<file path="src/rtl/mem_lsu.sv">
// MEM-stage load/store unit: single-outstanding req/ack bus master with lane steering and load extension.
// Optional misalignment trap enabled by defining MEM_LSU_MISALIGN_TRAP_EN.
module mem_lsu #(
  parameter int unsigned BUS_TIMEOUT = 255
) (
  input  logic        clk,
  input  logic        rst,
  input  logic [6:0]  aluop_i,
  input  logic [2:0]  alufun3_i,
  input  logic [31:0] mem_addr_i,
  input  logic [31:0] reg2_i,
  input  logic [4:0]  wd_i,
  input  logic        wreg_i,
  input  logic [31:0] wdata_i,
  output logic [4:0]  wd_o,
  output logic        wreg_o,
  output logic [31:0] wdata_o,
  output logic        stallreq_o,
  output logic        bus_req_o,
  output logic        bus_we_o,
  output logic [31:0] bus_addr_o,
  output logic [3:0]  bus_be_o,
  output logic [31:0] bus_wdata_o,
  input  logic [31:0] bus_rdata_i,
  input  logic        bus_ack_i,
  output logic        err_o
);

  localparam logic [6:0] OP_LOAD  = 7'b0000011;
  localparam logic [6:0] OP_STORE = 7'b0100011;
  localparam int unsigned CW = (BUS_TIMEOUT < 2) ? 1 : $clog2(BUS_TIMEOUT + 1);
  localparam logic [CW-1:0] TMO_LAST = CW'((BUS_TIMEOUT == 0) ? 0 : BUS_TIMEOUT - 1);

  typedef enum logic [1:0] {IDLE, ACCESS, DONE} state_t;

  state_t        state;
  logic [31:0]   rdata_q;
  logic [CW-1:0] tmo_cnt;
  logic          trap_q;

  logic          is_load, is_store, mem_op, bad_op, misal;
  logic [3:0]    be_c;
  logic [31:0]   st_data_c;
  logic [31:0]   ld_data_c;
  logic [7:0]    ld_byte;
  logic [15:0]   ld_half;

  // Operation decode and store lane steering
  always_comb begin
    is_load  = (aluop_i == OP_LOAD) &&
               (alufun3_i inside {3'b000, 3'b001, 3'b010, 3'b100, 3'b101});
    is_store = (aluop_i == OP_STORE) && (alufun3_i inside {3'b000, 3'b001, 3'b010});
    mem_op   = is_load || is_store;
    bad_op   = ((aluop_i == OP_LOAD) || (aluop_i == OP_STORE)) && !mem_op;
`ifdef MEM_LSU_MISALIGN_TRAP_EN
    misal    = ((alufun3_i[1:0] == 2'b01) && mem_addr_i[0]) ||
               ((alufun3_i[1:0] == 2'b10) && (mem_addr_i[1:0] != 2'b00));
`else
    misal    = 1'b0;
`endif
    case (alufun3_i[1:0])
      2'b00: begin
        be_c      = 4'b0001 << mem_addr_i[1:0];
        st_data_c = {4{reg2_i[7:0]}};
      end
      2'b01: begin
        be_c      = mem_addr_i[1] ? 4'b1100 : 4'b0011;
        st_data_c = {2{reg2_i[15:0]}};
      end
      default: begin
        be_c      = 4'b1111;
        st_data_c = reg2_i;
      end
    endcase
  end

  // Load lane extraction and extension from the captured word
  always_comb begin
    ld_byte = rdata_q[{mem_addr_i[1:0], 3'b000} +: 8];
    ld_half = mem_addr_i[1] ? rdata_q[31:16] : rdata_q[15:0];
    case (alufun3_i)
      3'b000:  ld_data_c = {{24{ld_byte[7]}}, ld_byte};
      3'b001:  ld_data_c = {{16{ld_half[15]}}, ld_half};
      3'b100:  ld_data_c = {24'h0, ld_byte};
      3'b101:  ld_data_c = {16'h0, ld_half};
      default: ld_data_c = rdata_q;
    endcase
  end

  // Control FSM with registered bus outputs
  always_ff @(posedge clk or negedge rst) begin
    if (!rst) begin
      state       <= IDLE;
      bus_req_o   <= 1'b0;
      bus_we_o    <= 1'b0;
      bus_addr_o  <= 32'h0;
      bus_be_o    <= 4'h0;
      bus_wdata_o <= 32'h0;
      rdata_q     <= 32'h0;
      tmo_cnt     <= '0;
      trap_q      <= 1'b0;
      err_o       <= 1'b0;
    end else begin
      err_o <= 1'b0;
      case (state)
        IDLE: begin
          if (mem_op) begin
            if (misal) begin
              trap_q  <= 1'b1;
              rdata_q <= 32'h0;
              err_o   <= 1'b1;
              state   <= DONE;
            end else begin
              bus_req_o   <= 1'b1;
              bus_we_o    <= is_store;
              bus_addr_o  <= {mem_addr_i[31:2], 2'b00};
              bus_be_o    <= be_c;
              bus_wdata_o <= st_data_c;
              state       <= ACCESS;
            end
          end
        end
        ACCESS: begin
          if (bus_ack_i) begin
            rdata_q   <= bus_rdata_i;
            bus_req_o <= 1'b0;
            state     <= DONE;
          end else if ((BUS_TIMEOUT != 0) && (tmo_cnt == TMO_LAST)) begin
            rdata_q   <= 32'h0;
            bus_req_o <= 1'b0;
            err_o     <= 1'b1;
            state     <= DONE;
          end else begin
            tmo_cnt <= tmo_cnt + 1'b1;
          end
        end
        DONE: begin
          tmo_cnt <= '0;
          trap_q  <= 1'b0;
          state   <= IDLE;
        end
        default: state <= IDLE;
      endcase
    end
  end

  // Write-back path and stall request
  always_comb begin
    wd_o       = wd_i;
    wreg_o     = wreg_i;
    wdata_o    = wdata_i;
    stallreq_o = 1'b0;
    case (state)
      IDLE: begin
        if (mem_op) begin
          stallreq_o = 1'b1;
          wreg_o     = 1'b0;
        end else if (bad_op) begin
          wreg_o = 1'b0;
        end
      end
      ACCESS: begin
        stallreq_o = 1'b1;
        wreg_o     = 1'b0;
      end
      DONE: begin
        if (is_load && !trap_q) wdata_o = ld_data_c;
        else                    wreg_o  = 1'b0;
      end
      default: wreg_o = 1'b0;
    endcase
  end

endmodule

</file>
<file path="config.mk">
export PLATFORM = sky130hd
export DESIGN_NAME = mem_lsu
export DESIGN_NICKNAME = d
export VERILOG_FILES = /design/src/rtl/mem_lsu.sv
export SDC_FILE = /design/constraint.sdc
export NUM_CORES = 1
export LEC_CHECK = 0
export CORE_MARGIN = 2
export CORE_UTILIZATION = 35
export CTS_BUF_LIST = sky130_fd_sc_hd__clkbuf_4 sky130_fd_sc_hd__clkbuf_8
export CTS_CLUSTER_DIAMETER = 120
export DETAILED_ROUTE_END_ITERATION = 6
export PLACE_DENSITY = 0.69
export REMOVE_ABC_BUFFERS = 1
export SETUP_SLACK_MARGIN = 0.1
export SLEW_MARGIN = 10
export SYNTH_ARGS = -nofsm -noshare
export SYNTH_HDL_FRONTEND = slang
export SYNTH_SLANG_ARGS = --single-unit
</file>
<file path="constraint.sdc">
create_clock -name clk -period 2.2 [get_ports clk]
set_clock_uncertainty 0.1 [all_clocks]
set_input_delay 0.44 -clock clk [delete_from_list [all_inputs] [get_ports clk]]
set_output_delay 0.44 -clock clk [all_outputs]
set_load 0.01 [all_outputs]
</file>
# Yosys cells after proc, flatten, opt, wreduce, memory -nomap -nowiden

Index checks and enable logic that the tools add are counted.

Bits in registers: 111
Bits of input ports: 147
Output and inout bits: 110
Logic and storage cells: 74

Eq/ne operators: 14
Muxes and demuxes: 29
Shift operators: 2
Add/sub/neg operators: 1
Reductions and logical operators: 19

Operator list:

| kind                                                | count |
|---|---|
| two-way mux 32 bit                                  | 4 |
| case mux 32 bit (4 select lines)                    | 1 |
| case mux 32 bit (2 select lines)                    | 1 |
| indexed part select 32 x 6 -> 8 bit                 | 1 |
| two-way mux 16 bit                                  | 1 |
| two-way mux 8 bit                                   | 2 |
| case mux 8 bit (2 select lines)                     | 1 |
| two-way mux 1 bit                                   | 10 |
| adder 8 x 1 -> 8 bit, second input constant         | 1 |
| equality test 8 bit, second input constant          | 1 |
| case mux 4 bit (2 select lines)                     | 1 |
| equality test 7 x 2 -> 1 bit, second input constant | 1 |
| equality test 7 x 6 -> 1 bit, second input constant | 1 |
| equality test 3 bit, second input constant          | 2 |
| two-way mux 2 bit                                   | 3 |
| inequality test 2 bit, second input constant        | 3 |
| case mux 1 bit (2 select lines)                     | 3 |
| AND reduction 2 bit                                 | 3 |
| AND reduction 3 bit                                 | 2 |
| nonzero test 2 bit                                  | 3 |
| nonzero test 5 bit                                  | 1 |
| equality test 2 x 1 -> 1 bit, second input constant | 2 |
| logical NOT 2 bit                                   | 2 |
| two-way mux 4 bit                                   | 1 |
| other kinds (11)                                    | 14 |

# Depth between registers and ports, before layout

Word-level depth: 9
Mapped depth: 8

# Worst setup path before layout

No wires, ideal clock.

Kind: input -> output
Start point: input port alufun3_i[0]
End point: output port wdata_o[2]
Buffers on the path: 2
Cell stages on the path: 5
Arrival time: 1,669 ps
Path slack: -9 ps
Cell sequence: buf_2 > o21ai_1 > nand4_1 > clkbuf_1 > o31ai_1

Word-level cells in the longest chain between the ends: 5

Ends and longest elaborated chain:

| what                                                 | line   | source |
|---|---|---|
| start: declaration                                   | 9      | `input logic [2:0] alufun3_i,` |
| equality test 3 x 1 -> 1 bit (tied with other cells) | 51, 81 |  |
| nonzero test 5 bit                                   | 51     | `(alufun3_i inside {3'b000, 3'b001, 3'b010, 3'b100, 3'b101});` |
| logical AND 1 bit                                    | 50     | `is_load = (aluop_i == OP_LOAD) &&` |
| two-way mux 32 bit (*)                               | 167    | `if (is_load && !trap_q) wdata_o = ld_data_c;` |
| two-way mux 32 bit (*)                               | 153    | `case (state)` |
| end: declaration                                     | 17     | `output logic [31:0] wdata_o,` |

Every way passes the cells marked *; elsewhere a longest branch is shown, timed or not.

# Worst setup path after layout

Start point: register state[0]
End point: output port wdata_o[3]

Word-level cells in the longest chain between the ends: 2

Ends and longest elaborated chain:

| what                     | line | source |
|---|---|---|
| start: declaration       | 36   | `state_t state;` |
| start signal: assignment | 93   | `state <= IDLE;` |
| start signal: assignment | 112  | `state <= DONE;` |
| start signal: assignment | 119  | `state <= ACCESS;` |
| equality test 2 bit      | 153  |  |
| two-way mux 32 bit       | 153  |  |

No other way between the ends.

==> results.ini <==
[power_and_ir_drop]
internal-power_uw=3720
comb_power_share=0.304
power_frac_seq=0.487
swShare=0.2950
power_frac_clock=0.210
vdd_drop_max_uv=451.4
powerDensity_nw_per_um2=561.4
switching_power_uw=1557
p_leak_uw=0.004345

[clock_tree]
clock_latency_ns=0.38
ctsHtreeMaxLevel=3
root_buffer=clkbuf_8
numCtsBuffers=9
path_clk_slew_ns=0.10
clk_path_buf_depth=2
cts_sinks=111
cts_tree=built

[placement]
portBuffers=244
routabilityCongestion=0.8856
hpwl_um=13950

[detailed_routing]
detail-route-antenna-nets=0
drc=0
vias=5662
dr.pass1.iters=5
drtIter0Drc=365
viasPerCell=5.342
drt-wirelength-per-cell_um=19.04
wirelength_um=20190

[yosys]
avgSynthCellArea_sq_um=10.63
postSynth.asyncResetShare=1.000
netlist_instances=545
ys_ff_latch=111
synthTopCellsByArea=dfrtp_1 48%, a22o_1 7.0%, mux2_4 6.5%
synth_area_leader_cell=dfrtp_1
yosysWarnings=0
synth-edff-count=0
syn_area_sq_um=5792
ys.flop_type=dfrtp_1
synth_top_area_frac=0.4796
ys_seq_area_frac=0.4796
ys_types=47

[final_layout]
layout.nets=984
area_growth_pct=62.30
final_util=0.5729
drive_gt1_frac=0.2804
layout_common_cells=199 x clkdlybuf4s50_1, 111 x dfrtp_1, 54 x buf_4
final_common_cell=clkdlybuf4s50_1

[global_route]
grtUsageTotal=0.2228
grt_remaining_overflow=0
grt_pass1_vias=5689
grt_pass1_wl_um=30950
grt_max_degree=50
antenna_found_initial=2

[sta]
finalSetupViolCount=34
setup_slack_ns=-0.3940
hold_viol=0
achievable-frequency_mhz=385.5
fin_crit_ns=2.594
worst_hold_slack_ns=0.3878
rsz0062_at_grt=true
fin_crit_sh=1.179
final_max_slew_viol_count=0

[min_path]
min_path_type=reg2reg

[critical_path]
worstSetupEndpointType=output pin
crit_required_ns=1.66
arrival_ns=2.05
critical_path_class=reg2out
start_kind=register
crit_fanout=7

[floorplanning]
die_x_um=132.6
rows=47
die-area_sq_um=17590
initial_utilization=0.3530
core_sq_um=16410
io_pins=257
fp.dieH_um=132.6

[outcome]
violations=negative setup slack
status=finished, violations left

[flow_run]
maxCapViolations=0

-- registers in the layout, indices dropped and copies added, names as in the netlist --
signal and flops:
rdata_q 32, tmo_cnt 8, bus_be_o 4, bus_we_o 1
bus_addr_o 30, state 2, bus_req_o 1, err_o 1
bus_wdata_o 32
-- kinds of logic after synthesis --
logic type / Yosys count / share of synthesized area
AOI/OAI and AO/OA: 137 / 0.1689
adders and majority gates: 2 / 0.004320
buffers and inverters: 55 / 0.04990
DFF: 111 / 0.4796
muxes: 77 / 0.1616
other: 1 / 0.0006475
and+or+nand+nor: 162 / 0.1350
-- layer usage --
metal  vias to the layer above  GRT usage  part of all wire
li1                       2571          -                 -
met2                       263     0.3687              0.49
met5                         -          0                 0
met1                      2778     0.2828              0.41
met4                         0    0.08901             0.035
met3                        50    0.05134             0.064
-- final timing paths --
kind / start / to / slack [ns] / depth (start not counted)
setup / recovery: state[0] / wdata_o[3] / -0.39 / 8
hold / removal: bus_wdata_o[27] / bus_wdata_o[27] / 0.39 / 2
setup reg to reg: state[0] / bus_wdata_o[30] / 0.13 / 11
hold reg to reg: bus_wdata_o[27] / bus_wdata_o[27] / 0.39 / 2
max in group asynchronous: rst / rdata_q[11] / 0.93 / 3
min in group asynchronous: rst / err_o / 0.43 / 2
-- critical path: stages, from the launching register on --
cell     delay, ns
dfrtp_1       0.42
nor3b_2       0.26
buf_4         0.15
nand4_1       0.18
buf_6         0.23
buf_6         0.14
nand2_4       0.07
o31ai_4       0.06
buf_2         0.15
-- power by group through the flow --
| stage | Sequential (uW) | Clock (uW) | Combinational (uW) |
|---|---|---|---|
| 2_1_floorplan | 2630 | 0 | 540 |
| 3_3_place_gp | 2570 | 0 | 1550 |
| 3_5_place_dp | 2590 | 0 | 1590 |
| 4_1_cts | 2560 | 1160 | 1590 |
| 5_1_grt | 2600 | 1230 | 1720 |
| 6_report | 2570 | 1110 | 1600 |
-- area by class of cell --
type,count,area (sq um)
antenna,2,5.005
timing repair buffer,328,3231
inverter,5,18.77
sequential,111,2778
clock inverter,4,25.02
multi-input combinational,380,2937
tap,220,275.3
fill,1373,7007
clock buffer,10,131.4
-- repair_timing --
item / CTS / global route
hold buffers: 1 / 0
cloned: 3 / 3
pin swaps: 22 / 18
buffers inserted: 13 / 7
setup endpoints to repair: 34 / 71
hold endpoints to repair: 29 / 0
gates resized for setup: 197 / 54
-- metrics by stage --
stage,area [sq um],instances,setup TNS [ns],total power [uW],setup slack (ns)
final,9400,1060,-11.47,5277,-0.3940
after global routing,9400,1060,-15.34,5548,-0.5222
after CTS,9158,1050,-8.368,5310,-0.3509
after detailed placement,8795,1020,-43.00,4183,-0.9461
after global placement,8795,1020,-39.47,4127,-0.9001
after floorplan,5525,496,-83.38,3174,-1.205
-- Yosys cell counts, types with 2 or more instances --
library cell	number
dfrtp_1	111
nand2_1	66
a22o_1	46
nand3_1	34
o21ai_0	32
mux2i_1	29
nor2_1	27
mux2_4	25
mux2_2	22
buf_2	21
clkbuf_1	18
a21oi_1	14
o22ai_1	9
a211oi_1	8
o22a_1	8
o31ai_1	8
buf_4	7
nand4_1	5
buf_6	4
inv_1	4
nand3b_1	4
nor2b_1	4
a31oi_1	3
and2_1	3
and3_1	3
and4_1	3
or3_1	3
a32o_1	2
ha_1	2
nand2b_1	2
o21ai_1	2
No activity file was read; power rests on OpenSTA's default activity.
